<file path="src/rtl/uart_pkg.sv">
// Shared UART definitions: baud divisor, command-assembler timeout default and FSM state type.
package uart_pkg;

  localparam int unsigned BAUD_CYC    = 2604;
  localparam int unsigned TMO_CYC_DEF = 130000;

  typedef enum logic {
    IDLE    = 1'b0,
    WAIT_LO = 1'b1
  } cmd_asm_state_t;

endpackage

</file>
<file path="src/rtl/uart_cmd_asm_if.sv">
// Byte-in / command-out handshake bundle between UART receiver, assembler and command controller.
interface uart_cmd_asm_if;
  logic        rx_rdy;
  logic [7:0]  rx_data;
  logic        clr_rx_rdy;
  logic [15:0] cmd;
  logic        cmd_rdy;
  logic        clr_cmd_rdy;
  logic        frm_err;
  logic        overrun;

  // master: the assembler itself
  modport master (
    input  rx_rdy, rx_data, clr_cmd_rdy,
    output clr_rx_rdy, cmd, cmd_rdy, frm_err, overrun
  );

  // slave: receiver plus command controller seen from the assembler
  modport slave (
    output rx_rdy, rx_data, clr_cmd_rdy,
    input  clr_rx_rdy, cmd, cmd_rdy, frm_err, overrun
  );
endinterface

</file>
<file path="src/rtl/uart_cmd_asm.sv">
// Pairs received UART bytes into 16-bit commands (high byte first) with an inter-byte
// timeout that resynchronises framing and flags frm_err.
module uart_cmd_asm
  import uart_pkg::*;
#(
  parameter int unsigned TMO_CYC = TMO_CYC_DEF
) (
  input  logic           clk,
  input  logic           rst_n,
  uart_cmd_asm_if.master bus
);

  localparam int unsigned    CNT_W    = (TMO_CYC > 1) ? $clog2(TMO_CYC) : 1;
  localparam logic [CNT_W-1:0] CNT_LAST = CNT_W'(TMO_CYC - 1);
  localparam logic [CNT_W-1:0] CNT_MAX  = '1;

  cmd_asm_state_t   state, state_d;
  logic             rx_rdy_q;
  logic [7:0]       hi_byte, hi_byte_d;
  logic [CNT_W-1:0] tmo_cnt, tmo_cnt_d;
  logic [15:0]      cmd_d;
  logic             accept;
  logic             complete;
  logic             timeout;

  // Rising edge of the receiver's level-style ready; a held level is consumed once.
  assign accept = bus.rx_rdy & ~rx_rdy_q;

  always_ff @(posedge clk or negedge rst_n) begin
    if (!rst_n) state <= IDLE;
    else        state <= state_d;
  end

  always_comb begin
    state_d   = state;
    hi_byte_d = hi_byte;
    tmo_cnt_d = tmo_cnt;
    cmd_d     = bus.cmd;
    complete  = 1'b0;
    timeout   = 1'b0;
    case (state)
      IDLE: begin
        tmo_cnt_d = '0;
        if (accept) begin
          hi_byte_d = bus.rx_data;
          state_d   = WAIT_LO;
        end
      end
      WAIT_LO: begin
        if (tmo_cnt != CNT_MAX) tmo_cnt_d = tmo_cnt + CNT_W'(1);
        // A low byte arriving in the timeout cycle still completes the command.
        if (accept) begin
          cmd_d     = {hi_byte, bus.rx_data};
          complete  = 1'b1;
          tmo_cnt_d = '0;
          state_d   = IDLE;
        end else if (tmo_cnt == CNT_LAST) begin
          hi_byte_d = '0;
          timeout   = 1'b1;
          tmo_cnt_d = '0;
          state_d   = IDLE;
        end
      end
      default: state_d = IDLE;
    endcase
  end

  // Datapath and registered handshake outputs; set beats clear on cmd_rdy/overrun.
  always_ff @(posedge clk or negedge rst_n) begin
    if (!rst_n) begin
      rx_rdy_q       <= 1'b0;
      hi_byte        <= '0;
      tmo_cnt        <= '0;
      bus.clr_rx_rdy <= 1'b0;
      bus.cmd        <= '0;
      bus.cmd_rdy    <= 1'b0;
      bus.frm_err    <= 1'b0;
      bus.overrun    <= 1'b0;
    end else begin
      rx_rdy_q       <= bus.rx_rdy;
      hi_byte        <= hi_byte_d;
      tmo_cnt        <= tmo_cnt_d;
      bus.clr_rx_rdy <= accept;
      bus.cmd        <= cmd_d;
      bus.cmd_rdy    <= complete | (bus.cmd_rdy & ~bus.clr_cmd_rdy);
      bus.frm_err    <= timeout;
      bus.overrun    <= (complete & bus.cmd_rdy & ~bus.clr_cmd_rdy)
                      | (bus.overrun & ~bus.clr_cmd_rdy);
    end
  end

endmodule

</file>
<file path="src/flat_wrapper.sv">
// flat-port wrapper written by rule: the top's interface ports become plain ports
module uart_cmd_asm_flat import uart_pkg::*;
#(
  parameter int unsigned TMO_CYC = TMO_CYC_DEF
)
  (clk, rst_n, bus_rx_rdy, bus_rx_data, bus_clr_cmd_rdy, bus_clr_rx_rdy, bus_cmd, bus_cmd_rdy, bus_frm_err, bus_overrun);
  uart_cmd_asm_if bus_i ();
  input  logic clk;
  input  logic rst_n;
  input wire logic [$bits(bus_i.rx_rdy)-1:0] bus_rx_rdy;
  input wire logic [$bits(bus_i.rx_data)-1:0] bus_rx_data;
  input wire logic [$bits(bus_i.clr_cmd_rdy)-1:0] bus_clr_cmd_rdy;
  output wire logic [$bits(bus_i.clr_rx_rdy)-1:0] bus_clr_rx_rdy;
  output wire logic [$bits(bus_i.cmd)-1:0] bus_cmd;
  output wire logic [$bits(bus_i.cmd_rdy)-1:0] bus_cmd_rdy;
  output wire logic [$bits(bus_i.frm_err)-1:0] bus_frm_err;
  output wire logic [$bits(bus_i.overrun)-1:0] bus_overrun;
  assign bus_i.rx_rdy = bus_rx_rdy;
  assign bus_i.rx_data = bus_rx_data;
  assign bus_i.clr_cmd_rdy = bus_clr_cmd_rdy;
  assign bus_clr_rx_rdy = bus_i.clr_rx_rdy;
  assign bus_cmd = bus_i.cmd;
  assign bus_cmd_rdy = bus_i.cmd_rdy;
  assign bus_frm_err = bus_i.frm_err;
  assign bus_overrun = bus_i.overrun;
  uart_cmd_asm #(.TMO_CYC(TMO_CYC)) u_core (.clk(clk), .rst_n(rst_n), .bus(bus_i));
endmodule
</file>
<file path="config.mk">
export PLATFORM = sky130hd
export DESIGN_NAME = uart_cmd_asm_flat
export DESIGN_NICKNAME = d
export VERILOG_FILES = /design/src/rtl/uart_pkg.sv /design/src/rtl/uart_cmd_asm_if.sv /design/src/rtl/uart_cmd_asm.sv /design/src/flat_wrapper.sv
export SDC_FILE = /design/constraint.sdc
export NUM_CORES = 1
export LEC_CHECK = 0
export CORE_AREA = 10 10 78 80
export DETAILED_ROUTE_END_ITERATION = 12
export DIE_AREA = 0 0 88 90
export PLACE_DENSITY_LB_ADDON = 0.3
export SLEW_MARGIN = 20
export SYNTH_ARGS = -nofsm -noshare
export SYNTH_HDL_FRONTEND = slang
export SYNTH_SLANG_ARGS = --single-unit
export TNS_END_PERCENT = 5
</file>
<file path="constraint.sdc">
create_clock -name clk -period 3.7 [get_ports clk]
set_input_delay 0.74 -clock clk [delete_from_list [all_inputs] [get_ports clk]]
set_output_delay 0.74 -clock clk [all_outputs]
set_load 0.01 [all_outputs]
</file>
==> results.py <==
metrics = {
    "cells_and_area": {
        "multiInputGateArea_um2": 795.8,
        "fin_nets": 220,
        "syn_to_final_growth_pct": 21.69,
        "ff_latch_area_um2": 1176,
        "drive_above_1_share_pct": 13.53,
        "nFillCells": 406,
        "fin_area_um2": 2450,
        "antenna_cells": 0,
    },
    "die": {
        "start_util_pct": 43.78,
        "die_h_um": 90,
        "dieArea_um2": 7920,
        "die_x_um": 88,
        "core_area_um2": 4598,
        "io_pins": 32,
        "core.rowCount": 25,
    },
    "sta": {
        "finalCritPeriodShare_pct": 72.39,
        "fmax_mhz": 373.4,
        "hold_viol": 0,
        "tightest_slew_ns": 0.6645,
        "fin_setup_tns_ns": 0,
        "slew_headroom_pct": 55.59,
        "whs_ns": 0.4251,
        "fin_crit_ns": 2.678,
        "final.setup_skew_ns": 0.008689,
        "final_max_slew_viol_count": 0,
        "finalSetupViolations": 0,
        "rsz0062_at_grt": "false",
    },
    "synth": {
        "synth_seq_area_share_pct": 58.42,
        "synth_top_area_share_pct": 58.42,
        "synth_cell_types": 28,
        "yosysMostFrequentCell": "dfrtp_1",
        "async_reset_ff_share_pct": 100.0,
        "ys_top_cells_by_count": "47 x dfrtp_1, 21 x nor2_1, 16 x mux2_2",
        "yosys_warnings": 0,
        "synth_area_um2": 2013,
        "yosys-top-cells-area": "dfrtp_1 58%, mux2_2 8.9%, xnor2_1 4.4%",
        "avgSynthCellArea_um2": 11.57,
        "netlist_instances": 174,
        "syn-num-nets": 188,
        "yosysTopAreaCell": "dfrtp_1",
        "ys_ff_latch": 47,
        "synth_edf_count": 0,
        "synth-main-ff-cell": "dfrtp_1",
    },
    "clock_network": {
        "cts-resized-gates": 0,
        "clkSlewWorstSetupHoldPaths_ns": 0.09,
        "hold_buffers": 0,
        "cts_buffers": 5,
        "cts_tree": "built",
        "cts_sinks": 47,
        "cts-root-buf": "clkbuf_8",
        "htreeDepth": 2,
        "clockBufferDepth": 2,
        "cts_setup_buffers": 0,
        "clk_latency_ns": 0.31,
    },
    "global_route": {
        "track_usage_pct": 11.19,
        "antenna_found_initial": 0,
        "grt_pass1_vias": 1461,
        "grt_max_degree": 48,
        "grt_pass1_wl_um": 7134,
        "grt_overflow": 0,
    },
    "drt": {
        "drt_iter0_drc": 72,
        "route.detailed.drc": 0,
        "vias": 1357,
        "wl_per_cell_um": 15.64,
        "via_per_inst": 5.199,
        "wl_met2_um": 1831,
        "wl_met3_um": 312,
        "drtAntennaViolNets": 0,
        "wl_um": 4082,
        "drt-met1-wl_um": 1886,
        "first_pass_iters": 4,
        "route.top_layer_used": "met4",
    },
    "hold_path": {
        "hold_class": "in2async",
    },
    "setup_path": {
        "reg2reg_slack_ns": 1.02,
        "crit_fanout": 11,
        "crit_type": "reg2reg",
        "end_kind": "flop",
        "required_ns": 3.89,
        "start_kind": "flop",
        "cp.arrival_ns": 2.86,
        "reg2regPathDepth": 8,
        "r2r_start": "u_core.tmo_cnt[3]",
        "reg2reg_to": "u_core.tmo_cnt[15]",
    },
    "power_and_ir_drop": {
        "peakVddDrop_uv": 329.1,
        "p_leak_nw": 1.006,
        "cellPowerDensity_nw_per_um2": 554.6,
    },
    "placement": {
        "dpl.hpwl_um": 2787,
        "dpl_cell_area_um2": 2356,
        "portBuffers": 31,
        "gp_routability_congestion": 0.7850,
    },
    "flow_run": {
        "maxCapViolCount": 0,
    },
    "status": {
        "status": "completed",
    },
}
==> power breakdown <==
group | switching (mW) | internal [mW]
Sequential | 0.0611 | 0.618
Clock | 0.190 | 0.137
Combinational | 0.138 | 0.214
Total | 0.389 | 0.970
==> logic make-up (layout without fill, tap and decap cells) <==
| group | after synthesis | after routing | share of synthesized area (%) |
|---|---|---|---|
| mux | 18 | 18 | 9.944 |
| simple gates | 64 | 64 | 16.53 |
| compound gates | 20 | 20 | 5.718 |
| flops | 47 | 47 | 58.42 |
| buf+inv | 9 | 42 | 2.051 |
| fa+ha+maj | 2 | 2 | 1.243 |
| xor+xnor | 14 | 14 | 6.090 |
==> how the worst max path moves through the flow <==
stage	slack [ns]	end	cells past startpoint	start
6_report	1.02	u_core.tmo_cnt[15]	8	u_core.tmo_cnt[3]
5_1_grt	0.70	u_core.tmo_cnt[9]	8	u_core.tmo_cnt[3]
4_1_cts	1.01	u_core.tmo_cnt[15]	8	u_core.tmo_cnt[3]
3_5_place_dp	0.98	u_core.bus.cmd[14]	5	bus_rx_rdy
3_3_place_gp	1.02	u_core.bus.cmd[1]	5	bus_rx_rdy
2_1_floorplan	1.36	u_core.tmo_cnt[15]	10	u_core.tmo_cnt[3]
==> critical path, cell delays in order (launching register included) <==
cell      delay [ns]
dfrtp_1         0.46
nand4_1         0.40
or3_1           0.47
nor3_1          0.16
ha_1            0.40
nand4b_1        0.34
nor4_1          0.12
xnor2_1         0.16
nor2_1          0.05
==> cells in the final DEF (no fill, tap or decap), drive strengths merged <==
| master | count |
|---|---|
| mux2 | 16 |
| clkdlybuf4s50 | 30 |
| a31oi | 1 |
| nor2b | 1 |
| inv | 5 |
| o21bai | 1 |
| xor2 | 4 |
| buf | 1 |
| nor4b | 3 |
| nor3 | 5 |
| clkinv | 1 |
| nand4b | 1 |
| ha | 2 |
| xnor2 | 10 |
| dfrtp | 47 |
| or4b | 1 |
| nand3 | 3 |
| o21ai | 10 |
| nor2 | 21 |
| clkbuf | 5 |
| nor4 | 4 |
| or4 | 1 |
| or3 | 1 |
| nand2 | 15 |
| mux2i | 2 |
| and3b | 1 |
| nand2b | 1 |
| a21oi | 8 |
| nand4 | 6 |
==> per-stage QoR <==
stage	utilization (%)	std cells	power, mW	setup WS, ns
2_1_floorplan	-	174	0.8377	1.357
3_3_place_gp	51.24	253	1.046	1.018
3_5_place_dp	51.24	253	1.050	0.9844
4_1_cts	53.22	261	1.376	1.008
5_1_grt	53.28	261	1.438	0.6976
6_report	53.28	261	1.359	1.022
==> final cells by class <==
type	count	share of cell area, %
Tap cell	54	2.758
Timing Repair Buffer	31	12.56
Sequential cell	47	48.01
Clock buffer	5	2.809
Inverter	3	0.4597
Clock inverter	3	0.9193
Multi-Input combinational cell	118	32.48
==> sequential cells by signal, summed over array words and instances (netlist names) <==
name                   flops
u_core.hi_byte             8
u_core.rx_rdy_q            1
u_core.bus.overrun         1
u_core.bus.frm_err         1
u_core.bus.cmd_rdy         1
u_core.bus.clr_rx_rdy      1
u_core.bus.cmd            16
u_core.tmo_cnt            17
u_core.state               1
==> per-layer routing <==
metal / global-route usage, % / vias to the layer above
li1: - / 668
met1: 13.96 / 652
met2: 16.14 / 32
met3: 5.957 / 5
met4: 3.457 / 0
met5: 0 / -
Note: power is estimated with default switching activity, not from simulation.
